[src/rtl/pe_arr_pkg.sv]
// pe_arr_pkg: definitions shared by PE_ARR, its feeders and the result drain.
// Holds the accumulator width, the default array geometry, the drain state
// enum and a helper that sizes an index for a given element count.
package pe_arr_pkg;

    localparam int unsigned ACC_W_DEF = 32;
    localparam int unsigned ROWS_DEF  = 4;
    localparam int unsigned COLS_DEF  = 4;

    typedef enum logic {
        IDLE = 1'b0,
        SEND = 1'b1
    } drain_state_e;

    // Index width for n elements; never narrower than one bit.
    function automatic int unsigned idx_w(input int unsigned n);
        return (n > 1) ? $clog2(n) : 1;
    endfunction

endpackage

[src/rtl/pe_arr_drain_if.sv]
// pe_arr_drain_if: valid/ready result stream leaving the PE_ARR drain.
// Signals: o_data (word), o_valid, o_ready (from sink), o_idx (flat index k),
// o_last (k == N-1). master = drain side, slave = host/writeback side.
interface pe_arr_drain_if
    import pe_arr_pkg::*;
#(
    parameter int unsigned ACC_W = ACC_W_DEF,
    parameter int unsigned IDX_W = idx_w(ROWS_DEF * COLS_DEF)
);
    logic [ACC_W-1:0] o_data;
    logic             o_valid;
    logic             o_ready;
    logic [IDX_W-1:0] o_idx;
    logic             o_last;

    modport master (
        output o_data,
        output o_valid,
        output o_idx,
        output o_last,
        input  o_ready
    );

    modport slave (
        input  o_data,
        input  o_valid,
        input  o_idx,
        input  o_last,
        output o_ready
    );
endinterface

[src/rtl/pe_arr_drain.sv]
// pe_arr_drain: snapshots the PE_ARR result bus on an accepted start and
// streams the ROWS*COLS words out in row-major order, one per cycle.
// Ports:
//   clk, rstn  - clock, asynchronous active-low reset
//   start      - one-cycle request to snapshot outs and drain
//   outs       - flat result bus [0:ACC_W*N-1], element k MSB at bit ACC_W*k
//   drn        - result stream (o_data/o_valid/o_ready/o_idx/o_last)
//   busy       - drain in progress
//   dropped    - one-cycle pulse after an ignored start
module pe_arr_drain
    import pe_arr_pkg::*;
#(
    parameter int unsigned ROWS  = ROWS_DEF,
    parameter int unsigned COLS  = COLS_DEF,
    parameter int unsigned ACC_W = ACC_W_DEF
) (
    input  logic                        clk,
    input  logic                        rstn,
    input  logic                        start,
    input  logic [0:ACC_W*ROWS*COLS-1]  outs,
    pe_arr_drain_if.master              drn,
    output logic                        busy,
    output logic                        dropped
);

    localparam int unsigned N     = ROWS * COLS;
    localparam int unsigned IDX_W = idx_w(N);
    localparam logic [IDX_W-1:0] LAST_IDX = IDX_W'(N - 1);

    drain_state_e     state_q, state_d;
    logic [ACC_W-1:0] snap_q [N];
    logic [ACC_W-1:0] snap_d [N];
    logic [ACC_W-1:0] outs_w [N];
    logic [IDX_W-1:0] idx_q, idx_d;
    logic [ACC_W-1:0] data_q, data_d;
    logic             last_q, last_d;
    logic             dropped_q, dropped_d;
    logic             capture;

    // Split the ascending bus; the lowest-numbered bit of each slice is its MSB.
    for (genvar k = 0; k < N; k++) begin : g_unpack
        assign outs_w[k] = outs[ACC_W*k +: ACC_W];
    end

    // Next state, snapshot and next output values.
    always_comb begin
        state_d   = state_q;
        snap_d    = snap_q;
        idx_d     = idx_q;
        dropped_d = 1'b0;
        capture   = 1'b0;
        unique case (state_q)
            IDLE: begin
                if (start) begin
                    capture = 1'b1;
                    state_d = SEND;
                end
            end
            SEND: begin
                // o_valid is always high in SEND, so o_ready alone is the handshake.
                if (drn.o_ready) begin
                    if (idx_q == LAST_IDX) begin
                        if (start) begin
                            capture = 1'b1;
                        end else begin
                            state_d = IDLE;
                            idx_d   = '0;
                        end
                    end else begin
                        idx_d = idx_q + IDX_W'(1);
                    end
                end
                if (start && !capture) begin
                    dropped_d = 1'b1;
                end
            end
            default: state_d = IDLE;
        endcase
        if (capture) begin
            snap_d = outs_w;
            idx_d  = '0;
        end
        // Output word is preloaded so o_data comes straight from a flop.
        data_d = (state_d == SEND) ? snap_d[idx_d] : '0;
        last_d = (state_d == SEND) && (idx_d == LAST_IDX);
    end

    // State and output registers.
    always_ff @(posedge clk or negedge rstn) begin
        if (!rstn) begin
            state_q   <= IDLE;
            idx_q     <= '0;
            data_q    <= '0;
            last_q    <= 1'b0;
            dropped_q <= 1'b0;
            for (int k = 0; k < N; k++) begin
                snap_q[k] <= '0;
            end
        end else begin
            state_q   <= state_d;
            idx_q     <= idx_d;
            data_q    <= data_d;
            last_q    <= last_d;
            dropped_q <= dropped_d;
            snap_q    <= snap_d;
        end
    end

    assign drn.o_valid = (state_q == SEND);
    assign drn.o_data  = data_q;
    assign drn.o_idx   = idx_q;
    assign drn.o_last  = last_q;
    assign busy        = (state_q == SEND);
    assign dropped     = dropped_q;

endmodule

[src/flat_wrapper.sv]
// flat-port wrapper written by rule: the top's interface ports become plain ports
module pe_arr_drain_flat import pe_arr_pkg::*;
#(
    parameter int unsigned ROWS  = ROWS_DEF,
    parameter int unsigned COLS  = COLS_DEF,
    parameter int unsigned ACC_W = ACC_W_DEF
)
  (clk, rstn, start, outs, busy, dropped, drn_o_data, drn_o_valid, drn_o_idx, drn_o_last, drn_o_ready);
  pe_arr_drain_if #(.ACC_W(ACC_W), .IDX_W((4))) drn_i ();
  input  logic clk;
  input  logic rstn;
  input  logic start;
  input  logic [0:ACC_W*ROWS*COLS-1] outs;
  output logic busy;
  output logic dropped;
  output wire logic [$bits(drn_i.o_data)-1:0] drn_o_data;
  output wire logic [$bits(drn_i.o_valid)-1:0] drn_o_valid;
  output wire logic [$bits(drn_i.o_idx)-1:0] drn_o_idx;
  output wire logic [$bits(drn_i.o_last)-1:0] drn_o_last;
  input wire logic [$bits(drn_i.o_ready)-1:0] drn_o_ready;
  assign drn_o_data = drn_i.o_data;
  assign drn_o_valid = drn_i.o_valid;
  assign drn_o_idx = drn_i.o_idx;
  assign drn_o_last = drn_i.o_last;
  assign drn_i.o_ready = drn_o_ready;
  pe_arr_drain #(.ROWS(ROWS), .COLS(COLS), .ACC_W(ACC_W)) u_core (.clk(clk), .rstn(rstn), .start(start), .outs(outs), .drn(drn_i), .busy(busy), .dropped(dropped));
endmodule
[config.mk]
export PLATFORM = sky130hd
export DESIGN_NAME = pe_arr_drain_flat
export DESIGN_NICKNAME = d
export VERILOG_FILES = /design/src/rtl/pe_arr_pkg.sv /design/src/rtl/pe_arr_drain_if.sv /design/src/rtl/pe_arr_drain.sv /design/src/flat_wrapper.sv
export SDC_FILE = /design/constraint.sdc
export NUM_CORES = 1
export LEC_CHECK = 0
export CORE_UTILIZATION = 43
export DETAILED_ROUTE_END_ITERATION = 7
export PLACE_DENSITY_LB_ADDON = 0.05
export SKIP_CTS_REPAIR_TIMING = 1
export SLEW_MARGIN = 10
export SYNTH_ARGS = -nofsm -noshare
export SYNTH_HDL_FRONTEND = slang
export SYNTH_SLANG_ARGS = --single-unit
[constraint.sdc]
create_clock -name clk -period 3.3 [get_ports clk]
set_input_delay 0.99 -clock clk [delete_from_list [all_inputs] [get_ports clk]]
set_output_delay 0.99 -clock clk [all_outputs]
set_load 0.05 [all_outputs]
Word-level counts from Yosys, hierarchy flattened. Cells that the tools add are included.

Register bits after elaboration: 551. Logic and storage cells: 50.

Add/subtract/negate cells: 1. $lt $le $gt $ge: 1. Equal/unequal tests: 2. Multiplexer cells: 20. Bitwise gates (word level): 2. Reduce and logical (&&, ||, !) cells: 3.

Operators with widths (number): $mux 512 (1); $bmux 32 s4 (1); $mux 32 (3); $mux 4 (5); $eq 4x4->1 const B (2); $mux 1 (8); $ge 5x5->1 const B (1); $not 4->5 (1); $add 4x1->4 const B (1); $pmux 1 s2 (2); $logic_and 1x1->1 (2); $logic_not 1->1 (1); $not 1->1 (1).

Logic depth before layout (Yosys ltp). Gate-level depths: netlist of run 1.

Depth in word-level cells: 11. Depth in mapped cells: 11.

Least setup slack after synthesis of run 1. Ideal clock, no wire load.

Path type: register -> register. From: reg u_core.idx_q[0] (netlist: u_core.drn.o_idx[0]). To: reg u_core.data_q[16] (netlist: u_core.drn.o_data[16]). Library setup time: 0.147 ns. Arrival: 2.572 ns. Data required time: 3.153 ns. Setup slack: 0.581 ns. Stages on the path, launching flop included: 10. Cell sequence: dfrtp_1 > ha_1 > nand4_4 > a21boi_2 > buf_6 > buf_12 > mux2_2 > mux2_2 > a211oi_1 > a211oi_1.

RTL lines: from (decl) (RTL line pe_arr_drain.sv:34) `logic [IDX_W-1:0] idx_q, idx_d;`; from (signal assigned) (RTL line pe_arr_drain.sv:101) `idx_q <= idx_d;`; to (signal assigned) (RTL line pe_arr_drain.sv:102) `data_q <= data_d;`; to (decl) (RTL line pe_arr_drain.sv:35) `logic [ACC_W-1:0] data_q, data_d;`.

Worst setup path in the final report of run 1.
From: reg u_core.idx_q[1] (netlist: u_core.drn.o_idx[1]). To: reg u_core.data_q[31] (netlist: u_core.drn.o_data[31]).

Cells in the longest elaborated chain, start to end: 11. Elaborated cells between the ends (all ways): 20. Classes of those cells: add/sub (1); eq/ne (1); mux (17); bitwise (1).

Ends and longest elaborated chain: branches (longest 10 deep; another with $add 4x1->4); $mux 32 * (RTL line pe_arr_drain.sv:84) `data_d = (state_d == SEND) ? snap_d[idx_d] : '0;`; net u_core.data_d[31] (RTL line pe_arr_drain.sv:35).

Mark *: on every way through the listed nets, which the timed path passes. The select of a mux whose other input is x is not followed.

==> impl_metrics.toml, run 1 <==
[die]
initial_core_util_pct = 43.7
dieArea_um2 = 65300
core_region_area_um2 = 63300
die_w_um = 256
ios = 556
rows = 92
die_y_um = 256

[routing]
wl_met1_mm = 50.1
drtIter0Drc = 2780
wl_per_cell_um = 25.2
first_pass_iters = 6
wirelength_mm = 117
route.detailed.drc = 0
top_layer = "met5"
via_per_inst = 5.93
wl_met2_mm = 52.2
vias = 27500
detail-route-antenna-nets = 0
met3WireLength_mm = 9.58

[sta]
skew_ns = 0.0260
setup_viol = 0
report.final.slew_viol_count = 0
finalHoldViolations = 0
worst_pin_slew_ns = 0.786
fmaxAchievable_mhz = 305
min_period_over_period_pct = 99.4
fin_crit_ns = 3.28
relSlewSlack_pct = 47.4

[global_route]
grt_pass1_vias = 27200
grt_usage_pct = 35.3
grt_overflow = 0
grt_pass1_wl_mm = 174
antenna_found_initial = 46
grt_max_degree = 73

[logic_synthesis]
async_flop_share_pct = 100
seq_area_frac_synth_pct = 49.9
syn_area_per_cell_um2 = 9.81
synthFlopType = "dfrtp_1"
synth-edff-count = 0
synth_warnings = 0
syn_inst = 2820
postSynthNetCount = 3337
synth_area_um2 = 27700
synth_cell_type_count = 52
ys_ff_latch = 551

[finish]
fin_area_um2 = 40100
stdcell_count = 4648
fill_cells = 5192
area_growth_syn_to_layout_pct = 45.2
drive_above_1_share_pct = 19.8
nNetsFinal = 4255

[run]
cap_violations = 0

[power_and_ir_drop]
vdd_drop_max_mv = 0.471
leakage_nw = 18.4
power.density_nw_per_um2 = 860

[cts]
htreeDepth = 3
cts_root_buf = "clkbuf_16"
cts_sinks = 551
path_clk_slew_ns = 0.06
tritoncts = "built"
cts_buffer_depth = 3
cts_buffers = 66
clock_latency_ns = 0.61

[critical_path]
end_kind = "flip-flop"
crit_type = "reg2reg"
path_cells = "ha_2 > and4_1 > buf_4 > o21ai_4 > buf_12 > buf_12 > buf_4 > nand2_1 > a311oi_1 > nor4_1 > o22ai_1"
cpPeakStageDelay_ns = 0.64
crit_arrival_ns = 3.81
path_buf_inv = 4
startpoint_type = "flip-flop"
critical_path.top_delay_family = "compound AO/OA/AOI/OAI gates"
cp.required_ns = 3.83
slowest_stage = "a311oi_1"
cp_max_fo = 54

[place]
place_inst = 4516
gp_congestion = 0.964
dp_hpwl_mm = 88.1
dpl_cell_area_um2 = 37800
portBuffers = 555

[min_path]
hp-class = "in2async"

[status]
status = "finished, final reports clean"
-- logic make-up (layout without fill, tap and decap cells) --
kind of cell	Yosys count	count (layout)	share of synthesized area, %
AND/OR/NAND/NOR	1186	1186	19.0
AO/OA/AOI/OAI	752	752	23.1
flip-flops	551	551	49.9
buffers and inverters	296	1257	5.86
multiplexers	34	34	2.11
adder cells (fa/ha/maj)	1	1	0.0452
other	0	21	0
-- power breakdown --
group	switching, mW	internal (mW)	leakage (nW)	total (mW)
sequential	1.04	9.76	6.91	10.8
combinational	8.41	7.77	10.4	16.2
clock	2.95	4.60	1.10	7.55
total	12.4	22.1	18.4	34.5
-- metrics by stage --
step / hold WS, ns / TNS [ns] / setup WS (ns) / utilization (%) / power, mW
after global placement: 0.447 / -19.26 / -1.21 / 59.6 / 26.2
after floorplan: 0.430 / 0 / 0.581 / - / 18.7
final: 0.324 / 0 / 0.0198 / 63.4 / 34.5
after global routing: 0.354 / -0.0148 / -0.0141 / 63.4 / 36.2
after detailed placement: 0.455 / -21.88 / -1.27 / 59.6 / 26.6
after CTS: 0.360 / -3.42 / -0.626 / 63.2 / 34.3
-- cells in the final DEF, fill, tap and decap left out, types with 15 or more instances in the layout --
master	count
a211oi_1	24
o22ai_1	26
nor4_1	45
and2_1	212
buf_12	53
inv_1	15
dfrtp_1	551
a311oi_1	210
clkbuf_16	71
clkbuf_8	21
buf_4	519
clkdlybuf4s50_1	551
a221oi_1	211
a22o_1	211
nand3_1	16
a21oi_1	26
nand2_1	859
diode_2	21
-- registers in the layout, indices dropped and copies added (netlist names) --
name               count
u_core.drn.o_last      1
u_core.snap_q        512
u_core.dropped         1
u_core.drn.o_data     32
u_core.busy            1
u_core.drn.o_idx       4
-- cells in the mapped netlist (4+ instances only) --
cell type  count  area share (%)
nand2_1      859              12
dfrtp_1      551              50
and2_1       212             4.8
a221oi_1     211             6.7
a22o_1       211             6.7
a311oi_1     211             6.7
buf_2        119             2.2
clkbuf_1      90             1.2
nor4_1        53             1.2
buf_4         32            0.87
a21oi_1       26            0.47
o22ai_1       26            0.59
a211oi_1      24            0.65
buf_6         21            0.86
nand3_1       18            0.33
inv_1         15            0.20
o21ai_0       12            0.22
or2_2         12            0.27
buf_1         11            0.15
mux4_2        11            0.90
mux2_2         9            0.37
nor2_1         9            0.12
mux2_4         6            0.33
and3_1         5            0.11
a22oi_1        4            0.11
a32oi_1        4            0.13
and4_1         4            0.13
mux2i_1        4            0.14
mux4_1         4            0.38
nand2_2        4           0.090
-- final timing paths --
check	startpoint	end	slack [ns]	cells after the start
min	rstn	u_core.snap_q[455]$_DFF_PN0_	0.32	1
max	u_core.drn.o_idx[1]$_DFF_PN0_	u_core.drn.o_data[31]$_DFF_PN0_	0.02	11
min reg2reg	u_core.snap_q[349]$_DFF_PN0_	u_core.snap_q[349]$_DFF_PN0_	0.46	2
max reg2reg	u_core.drn.o_idx[1]$_DFF_PN0_	u_core.drn.o_data[31]$_DFF_PN0_	0.02	11
min in group clk	u_core.snap_q[349]$_DFF_PN0_	u_core.snap_q[349]$_DFF_PN0_	0.46	2
max in group asynchronous	rstn	u_core.snap_q[115]$_DFF_PN0_	2.04	2
-- final cells by class --
| class | instances | area, um^2 | share of cell area (%) |
|---|---|---|---|
| multi-input cells | 1973 | 12400 | 30.9 |
| well taps | 846 | 1060 | 2.64 |
| flip-flops and latches | 551 | 13800 | 34.3 |
| repair buffers | 1129 | 10500 | 26.3 |
| clock buffers | 103 | 2110 | 5.25 |
| inverters | 17 | 63.8 | 0.159 |
| clock inverters | 8 | 119 | 0.296 |
| diodes | 21 | 52.6 | 0.131 |
-- per-layer routing --
metal  global-route usage (%)  vias up
met3                     8.30      241
met1                     48.5    13700
li1                         -    12300
met2                     53.0     1254
met5                        0        -
met4                     15.5       48
(Power assumes the default switching activity.)
==> run 2, diff against run 1 <==
--- a/config.mk
+++ b/config.mk
@@ -5,6 +5,7 @@
 export SDC_FILE = /design/constraint.sdc
 export NUM_CORES = 1
 export LEC_CHECK = 0
+export CORE_MARGIN = 2
 export CORE_UTILIZATION = 43
 export DETAILED_ROUTE_END_ITERATION = 7
 export PLACE_DENSITY_LB_ADDON = 0.05
==> impl_metrics.toml, run 2 (synthesized netlist as in run 1, its figures left out) <==
[sta]
fmaxAchievable_mhz = 316
whs_ns = 0.373
min_period_over_period_pct = 95.9
relSlewSlack_pct = 43.7
setup_viol = 0
rsz0062_at_grt = "false"
fin_crit_ns = 3.17
skew_ns = 0.0218
report.final.slew_viol_count = 0
worst_pin_slew_ns = 0.842
finalHoldViolations = 0

[global_route]
grt_overflow = 0
grt_max_degree = 70
grt_usage_pct = 34.7
grt_pass1_wl_mm = 174
antenna_found_initial = 36
grt_pass1_vias = 27700

[cts]
path_clk_slew_ns = 0.06
cts_sinks = 551
clock_latency_ns = 0.62
cts_root_buf = "clkbuf_16"
htreeDepth = 3
tritoncts = "built"
cts_buffer_depth = 3
cts_buffers = 66

[routing]
drtIter0Drc = 2871
via_per_inst = 5.88
route.detailed.drc = 0
wl_per_cell_um = 25.1
wirelength_mm = 118
vias = 27700
detail-route-antenna-nets = 0
first_pass_iters = 8

[finish]
stdcell_count = 4712
area_growth_syn_to_layout_pct = 46.8
drive_above_1_share_pct = 21.4
fill_cells = 5167
regMostFlops = "u_core.snap_q"
layout_commonest_cell = "nand2_1"
largest_reg_flops = 512
layout_common_cells = "nand2_1 (859), buf_4 (581), dfrtp_1 (551), clkdlybuf4s50_1 (550), and2_1 (212)"
nNetsFinal = 4314

[power_and_ir_drop]
vdd_drop_max_mv = 0.493
switchingPower_mw = 12.5
swShare_pct = 35.9
power_frac_seq_pct = 31.0
comb_power_share_pct = 47.6
leakage_nw = 18.7
p_int_mw = 22.3
p_clk_share_pct = 21.3
power.density_nw_per_um2 = 856
finalPower_mw = 34.7

[critical_path]
r2r_start = "u_core.drn.o_idx[1]$_DFF_PN0_"
end_kind = "output port"
path_cells = "clkdlybuf4s50_1"
endpoint = "drn_o_idx[2]"
reg2reg_to = "u_core.drn.o_data[4]$_DFF_PN0_"
worstSetupStartpoint = "u_core.drn.o_idx[2]$_DFF_PN0_"
cp.required_ns = 2.31
cpPeakStageDelay_ns = 0.95
critical_path.top_delay_family = "buffers and inverters"
path_depth = 1
crit_arrival_ns = 2.18
crit_type = "reg2out"
rrSetupSlack_ns = 0.21
path_buf_inv = 1
reg2regPathDepth = 12
startpoint_type = "flip-flop"
cp_max_fo = 9
slowest_stage = "clkdlybuf4s50_1"

[min_path]
hp-class = "in2async"

[run]
cap_violations = 0

[die]
rows = 92
die_y_um = 258
die_w_um = 258
initial_core_util_pct = 43.7
dieArea_um2 = 66400
ios = 556
core_region_area_um2 = 63300

[place]
gp_congestion = 0.949
place_inst = 4574
dp_hpwl_mm = 89.2
portBuffers = 555

[status]
status = "finished, final reports clean"
==> run 2: cell count changes in the layout (fill, tap and decap cells not counted), sizes merged <==
cell / before / now
buf: 575 / 634
clkinv: 4 / 9
inv: 18 / 21
clkbuf: 103 / 101
clkdlybuf4s50: 551 / 550
diode: 21 / 20
dlymetal6s2s: 3 / 4
==> run 2: layer usage <==
layer  track usage (%)  up-vias  share of wire (%)
met5                 0        -               0.18
met4              15.4       34                4.6
met3              8.99      233                8.8
met2              52.6     1239                 45
met1              46.9    13800                 42
li1                  -    12400                  -
==> run 2: how the worst min path moves through the flow <==
stage                            startpoint  slack [ns]                      endpoint  cells past startpoint
2_1_floorplan  u_core.snap_q[456]$_DFF_PN0_        0.43  u_core.snap_q[456]$_DFF_PN0_                      2
3_3_place_gp   u_core.snap_q[392]$_DFF_PN0_        0.45  u_core.snap_q[392]$_DFF_PN0_                      2
3_5_place_dp   u_core.snap_q[456]$_DFF_PN0_        0.45  u_core.snap_q[456]$_DFF_PN0_                      2
4_1_cts                                rstn        0.38  u_core.snap_q[485]$_DFF_PN0_                      1
5_1_grt                                rstn        0.40  u_core.snap_q[485]$_DFF_PN0_                      1
6_report                               rstn        0.37  u_core.snap_q[453]$_DFF_PN0_                      1
==> run 2: final cells by class <==
cell class | count | area, um^2 | area share (%)
repair buffers | 1188 | 11000 | 27.0
diodes | 20 | 50.0 | 0.123
clock buffers | 101 | 1990 | 4.91
clock inverters | 16 | 193 | 0.475
inverters | 17 | 63.8 | 0.157
well taps | 846 | 1060 | 2.61
flip-flops and latches | 551 | 13800 | 34.0
multi-input cells | 1973 | 12500 | 30.7
==> run 2: stage by stage <==
stage               TNS, ns  setup WS [ns]  instance area [um^2]  utilization (%)
floorplan                 0          0.581                 27700                -
global placement     -21.03          -1.00                 38200             60.3
detailed placement   -23.45          -1.10                 38200             60.3
CTS                   -3.26         -0.456                 40400             63.7
global route              0         0.0751                 40600             64.1
finish                    0          0.135                 40600             64.1
==> run 2: power by group through the flow <==
stage	Sequential (mW)	Combinational, mW	Clock, mW
2_1_floorplan	11.2	7.51	0
3_3_place_gp	10.8	15.8	0
3_5_place_dp	10.8	16.1	0
4_1_cts	10.8	16.2	7.51
5_1_grt	11.0	17.7	7.79
6_report	10.8	16.6	7.41
